[config.mk]
export PLATFORM = sky130hd
export DESIGN_NAME = jx2_ex_cs_sub64p
export DESIGN_NICKNAME = d
export VERILOG_FILES = /design/src/rtl/jx2_cssub_pkg.sv /design/src/rtl/jx2_cs_seg17.sv /design/src/rtl/jx2_ex_cs_sub64p.sv
export SDC_FILE = /design/constraint.sdc
export NUM_CORES = 1
export LEC_CHECK = 0
export BUFFER_PORTS_ARGS = -buffer_cell sky130_fd_sc_hd__buf_4
export CAP_MARGIN = 10
export CORE_MARGIN = 2
export CORE_UTILIZATION = 30
export DETAILED_ROUTE_END_ITERATION = 12
export PLACE_DENSITY = 0.5
export SYNTH_ARGS = -nofsm -noshare
export SYNTH_HDL_FRONTEND = slang
export SYNTH_HIERARCHICAL = 1
export SYNTH_SLANG_ARGS = --single-unit
[constraint.sdc]
create_clock -name clock -period 9 [get_ports clock]
set_input_delay 1.8 -clock clock [delete_from_list [all_inputs] [get_ports clock]]
set_output_delay 1.8 -clock clock [all_outputs]
set_load 0.01 [all_outputs]
[src/rtl/jx2_cssub_pkg.sv]
// Shared constants and types for the 64-bit carry-select subtractor.
package jx2_cssub_pkg;
    localparam int SEG_W  = 16;
    localparam int SEG_N  = 4;
    localparam int DATA_W = SEG_W * SEG_N;
    localparam int STAGES = 2;

    typedef logic [SEG_W:0] seg_sum_t;
endpackage

[src/rtl/jx2_cs_seg17.sv]
// One carry-select segment: both candidate 17-bit sums, for carry-in 0 and carry-in 1.
module jx2_cs_seg17
    import jx2_cssub_pkg::*;
(
    input  logic [SEG_W-1:0] a,
    input  logic [SEG_W-1:0] b,
    output seg_sum_t         sum0,
    output seg_sum_t         sum1
);
    assign sum0 = {1'b0, a} + {1'b0, b};
    assign sum1 = {1'b0, a} + {1'b0, b} + seg_sum_t'(1);
endmodule

[src/rtl/jx2_ex_cs_sub64p.sv]
// Two-stage 64-bit subtractor: segment sum pairs in stage 1, carry ripple-select
// and compare flags in stage 2.
module jx2_ex_cs_sub64p
    import jx2_cssub_pkg::*;
#(
    parameter int SEG_W = 16
) (
    input  logic        clock,
    input  logic        reset,
    input  logic        hold,
    input  logic        inValid,
    input  logic [63:0] valA,
    input  logic [63:0] valB,
    output logic        outValid,
    output logic [63:0] valC,
    output logic        outBorrow,
    output logic        outZero,
    output logic        outSLt,
    output logic        outOvf
);
    if (SEG_W != jx2_cssub_pkg::SEG_W) begin : g_bad_seg_w
        $error("jx2_ex_cs_sub64p: only SEG_W=16 is supported");
    end

    logic [63:0] b_n;
    seg_sum_t    seg0_d;
    seg_sum_t    sum0_d [1:SEG_N-1];
    seg_sum_t    sum1_d [1:SEG_N-1];

    // A - B as A + ~B + 1; the +1 enters only at segment 0.
    assign b_n    = ~valB;
    assign seg0_d = {1'b0, valA[SEG_W-1:0]} + {1'b0, b_n[SEG_W-1:0]} + seg_sum_t'(1);

    for (genvar i = 1; i < SEG_N; i++) begin : g_seg
        jx2_cs_seg17 u_seg (
            .a    (valA[i*SEG_W +: SEG_W]),
            .b    (b_n[i*SEG_W +: SEG_W]),
            .sum0 (sum0_d[i]),
            .sum1 (sum1_d[i])
        );
    end

    seg_sum_t          seg0_q;
    seg_sum_t          sum0_q [1:SEG_N-1];
    seg_sum_t          sum1_q [1:SEG_N-1];
    logic              a63_q;
    logic              b63_q;
    logic [STAGES-1:0] vld_pipe;

    always_ff @(posedge clock or posedge reset) begin
        if (reset) begin
            seg0_q <= '0;
            a63_q  <= 1'b0;
            b63_q  <= 1'b0;
            for (int i = 1; i < SEG_N; i++) begin
                sum0_q[i] <= '0;
                sum1_q[i] <= '0;
            end
        end else if (!hold) begin
            seg0_q <= seg0_d;
            a63_q  <= valA[63];
            b63_q  <= valB[63];
            for (int i = 1; i < SEG_N; i++) begin
                sum0_q[i] <= sum0_d[i];
                sum1_q[i] <= sum1_d[i];
            end
        end
    end

    logic [63:0] res;
    logic        cout;
    logic        carry;
    seg_sum_t    sel;
    logic        ovf;

    // Each segment's selected carry-out picks the next segment's candidate.
    always_comb begin
        res   = '0;
        sel   = '0;
        carry = seg0_q[SEG_W];
        res[SEG_W-1:0] = seg0_q[SEG_W-1:0];
        for (int i = 1; i < SEG_N; i++) begin
            sel   = carry ? sum1_q[i] : sum0_q[i];
            res[i*SEG_W +: SEG_W] = sel[SEG_W-1:0];
            carry = sel[SEG_W];
        end
        cout = carry;
        ovf  = (a63_q != b63_q) && (res[63] != a63_q);
    end

    always_ff @(posedge clock or posedge reset) begin
        if (reset) begin
            vld_pipe  <= '0;
            valC      <= '0;
            outBorrow <= 1'b0;
            outZero   <= 1'b0;
            outSLt    <= 1'b0;
            outOvf    <= 1'b0;
        end else if (!hold) begin
            vld_pipe  <= {vld_pipe[STAGES-2:0], inValid};
            valC      <= res;
            outBorrow <= ~cout;
            outZero   <= (res == 64'd0);
            outSLt    <= res[63] ^ ovf;
            outOvf    <= ovf;
        end
    end

    assign outValid = vld_pipe[STAGES-1];
endmodule

## Yosys cells after proc, flatten, opt, wreduce, memory -nomap -nowiden

Cells that the tools add are included.

| word-level totals | value |
|---|---|
| register bits after elaboration | 191 |
| input bits | 132 |
| output and inout port bits | 69 |
| logic and storage cells | 33 |

| cells by class | value |
|---|---|
| $add $sub $neg | 8 |
| equal/unequal tests | 2 |
| muxes and demuxes | 3 |
| bitwise gates (word level) | 3 |
| reductions and logical operators | 2 |

Operator list:

| kind | count |
|---|---|
| adder 16 x 16 -> 17 bit | 4 |
| adder 17 x 1 -> 17 bit (second input constant) | 4 |
| zero test 64 bit | 1 |
| NOT 64 bit | 1 |
| 2-to-1 mux 17 bit | 3 |
| != test 1 bit | 2 |
| logical AND 1 bit | 1 |
| NOT 1 bit | 1 |
| bitwise XOR 1 bit | 1 |

## Depth between registers and ports, before layout

| depth | value |
|---|---|
| word-level depth | 6 |
| depth in mapped cells | 13 |
| gate-level depth less buffers | 13 |

## Cells and area by module

The synthesis kept the hierarchy.

Modules (own cells, without submodules):

| module | instances | cells an instance | area each (µm²) | sequential area each (µm²) |
|---|---|---|---|---|
| jx2_ex_cs_sub64p | 1 | 764 | 8770.9 | 4779.6 |
| jx2_cs_seg17 (g_seg[2].u_seg ...) | 2 | 170 | 1217.4 | 0.0 |
| jx2_cs_seg17 (g_seg[1].u_seg) | 1 | 148 | 1186.1 | 0.0 |

## Worst setup path before layout

OpenSTA, ideal clock, no wires.

| timing path | value |
|---|---|
| kind | in2reg |
| from | in valB[48] |
| to | reg sum1_q[16] in the netlist's numbering |
| setup time | 125 ps |
| data arrival time | 4270 ps |
| data required time | 8875 ps |
| slack | 4606 ps |
| cell stages on the path | 13 |
| buffers on the path | 0 |
| path through | inv_1 > ha_1 > inv_1 > fa_1 > nand2b_1 > a21oi_2 > xor2_2 > nand4_2 > nor4b_4 > and4_1 > nand4_1 > xnor2_1 > mux2_2 |

RTL lines:

| element | line | source |
|---|---|---|
| from (decl) | jx2_ex_cs_sub64p.sv:13 | `input logic [63:0] valB,` |
| to (signal, indexed assignment) | jx2_ex_cs_sub64p.sv:65 | `sum1_q[i] <= sum1_d[i];` |
| to (decl) | jx2_ex_cs_sub64p.sv:45 | `seg_sum_t sum1_q [1:SEG_N-1];` |

==> run summary <==
Fmax: 0.2315 GHz
IO Port Bufs: 200
CTS Root Cell: clkbuf_16
Die area: 42950 sq um
Top-count cell post-synth: dfrtp_1
Pin count of the biggest net entering global routing: 129
Fraction of registers with async set or reset after synthesis: 100.0%
Mapped Cells: 1252
Syn avg cell area: 9.898 sq um
Unique cell type count in the Yosys netlist: 77
Num Clock Sinks: 191
Number of CTS-inserted buffers: 17
Synth top area share: 38.57%
Drt total wl: 30.34 mm
Initial Util: 30.35%
Min cycle time layout: 4.320 ns
CTS H-tree depth: 4
Routed len/inst: 15.41 um
Data arrival time of the critical path: 4.65 ns
VDD IR max: 113.2 uV
Worst path slowest cell: xnor2_1
LEAKAGE: 6.818 nW
Die height: 207.2 um
Layout cells sized above 1: 28.32%
Maximum fanout along the worst path: 7
Hold Violations, Final: 0
Via density: 4.838
Post-DRT Antenna Nets: 0
Top Family by Delay on Critical Path: simple AND/OR/NAND/NOR gates
Worst relative slew slack: 31.74%
GRT Total Usage: 14.34%
Max-cap violations: 0
Startpoint Class: input pin
Register Area: 4780 sq um
Area growth syn-to-layout: 20.86%
Required @ worst endpoint: 9.33 ns
Worst Tran Pin Value: 1.024 ns
Endpoints failing setup: 0
Hpwl dp: 23.02 mm
Max-slew violations: 0
Area leader, netlist: dfrtp_1
Cell chain of the critical path: buf_4, inv_1, ha_1, inv_1, fa_1, nand2b_1, a211oi_1, nor2b_1, xnor2_1, and4_1, nand4_1, xnor2_1, mux2_2
Synth Flop Type: dfrtp_1
Rows: 74
Post-CTS setup buffer count: 0
RSZ-0062 raised after global routing: false
Grt total ovfl: 0
Final WS setup: 4.680 ns
Status: finished, final reports clean
Clk_lat worst skew: 0.44 ns
Net count after synthesis: 1455
Yosys reg bits: 191
Ranking of synthesized cells by area: dfrtp_1 39%, mux2_2 11%, ha_1 6.8%, mux2i_1 4.3%, xnor2_1 3.9%
Worst Path Buf+Inv: 3
Top cells by count, synth: 191 x dfrtp_1, 122 x mux2_2, 105 x inv_1
Vias in the first global route: 9634
Initial drt markers: 441
Synth warn: 6
Fillers: 4142
WS Path Type: input pin to register
EDFF count, synth: 0
First-pass GRT wire length: 51.20 mm
Nets@finish: 1627
Cts hold-fix bufs: 0
Synthesized area: 12390 sq um
Die width: 207.2 um
Worst Setup End Kind: register
Pwr per Cell Area: 199.8 nW/um^2
Clock slew at reported path FFs: 0.08 ns
Sequential area share after synthesis: 38.57%
Drt drc: 0
Routability cong.: 0.7713
Clock Path Buffers: 2
Drt first pass iters: 4
Skew final: 0.02024 ns
Core area: 40830 sq um
IO Count: 201
Initial antenna violation count: 0
Antenna cells: 0
Setup TNS: 0 ns
TritonCTS clock tree: yes
Vias post-DR: 9526
Fin crit share: 48.00%
Dpl ws: 4.189 ns
Crit path largest cell delay: 0.50 ns
Hold WC Path Type: register to register
Multi-input logic area: 6993 sq um
Post_cts resized: 0
routing by layer:
layer | wire length (um) | track usage [%]
met1 | 15190 | 20.39
met3 | 863 | 2.269
met5 | 0 | 0
met2 | 14080 | 22.99
met4 | 208 | 3.079
cell families after synthesis:
| family | Yosys count | share of synthesized area, % |
|---|---|---|
| and+or+nand+nor | 329 | 14.61 |
| DFF | 191 | 38.57 |
| adders and majority gates | 72 | 7.502 |
| buffers and inverters | 158 | 4.998 |
| xor gates and xnor gates | 85 | 6.371 |
| AOI/OAI and AO/OA | 240 | 12.22 |
| muxes | 177 | 15.73 |
tightest hold or removal path: stages (launching register included):
cell and delay [ns]:
dfrtp_1 0.35, nand2_1 0.05, o21ai_0 0.06
placed cells by master (no fill, tap or decap), types with 8 or more instances in the layout:
cell type  synthesis  layout
nand3_1           34      34
a211oi_1           9       9
buf_4              4     205
and3_1             9       9
mux2_2           122     122
nor3_1            20      20
dfrtp_1          191     191
xor2_1            24      24
xnor2_1           55      55
mux2i_1           53      53
nand4_1           21      21
nor2_1            54      54
clkbuf_16          0      17
ha_1              67      67
nand2b_1          10      10
a21o_1            16      16
nand2_1          101     101
nor4_1            26      26
inv_1            105     104
nor2b_1            8       8
o21a_1             9       9
o21ai_0           93      93
a21oi_1           51      51
final timing paths:
path	slack (ns)	startpoint	cells after the start	endpoint
worst max-delay path	4.68	valB[48]	13	sum1_q[16]
worst min-delay path	0.49	valC[37]	2	valC[37]
worst max register to register	6.02	seg0_q[16]	8	outSLt
worst min register to register	0.49	valC[37]	2	valC[37]
max in group asynchronous	5.97	reset	3	valC[46]
min in group asynchronous	1.54	reset	2	valC[11]
through the flow:
stage	hold slack (ns)	instances	instance area (sq um)	total power (W)	util [%]
finish	0.4883	1969	14980	0.002993	36.68
floorplan	0.4698	1252	12390	0.001860	-
detailed placement	0.4753	1937	14390	0.002262	35.25
global placement	0.4680	1937	14390	0.002245	35.25
CTS	0.4932	1969	14980	0.003042	36.68
global route	0.5107	1969	14980	0.003194	36.68
flip-flops by register name, indices dropped and copies added, names as in the netlist:
name       count
sum0_q        51
seg0_q        17
outZero        1
b63_q          1
outOvf         1
vld_pipe       2
sum1_q        51
outSLt         1
valC          64
outBorrow      1
a63_q          1
power by group:
part	switching, W	internal (W)	leakage [nW]
Sequential	0.000163	0.00107	2.27
Clock	0.000386	0.000380	0.288
Combinational	0.000504	0.000486	4.26
Total	0.00105	0.00194	6.82
layout make-up:
cell class	count	share of cell area [%]
Tap cell	532	4.444
Inverter	105	2.682
Clock buffer	19	2.957
Clock inverter	13	0.9440
Sequential cell	191	31.91
Timing Repair Buffer	206	10.37
Multi-Input combinational cell	903	46.69
Note: power is estimated with default switching activity, not from simulation.
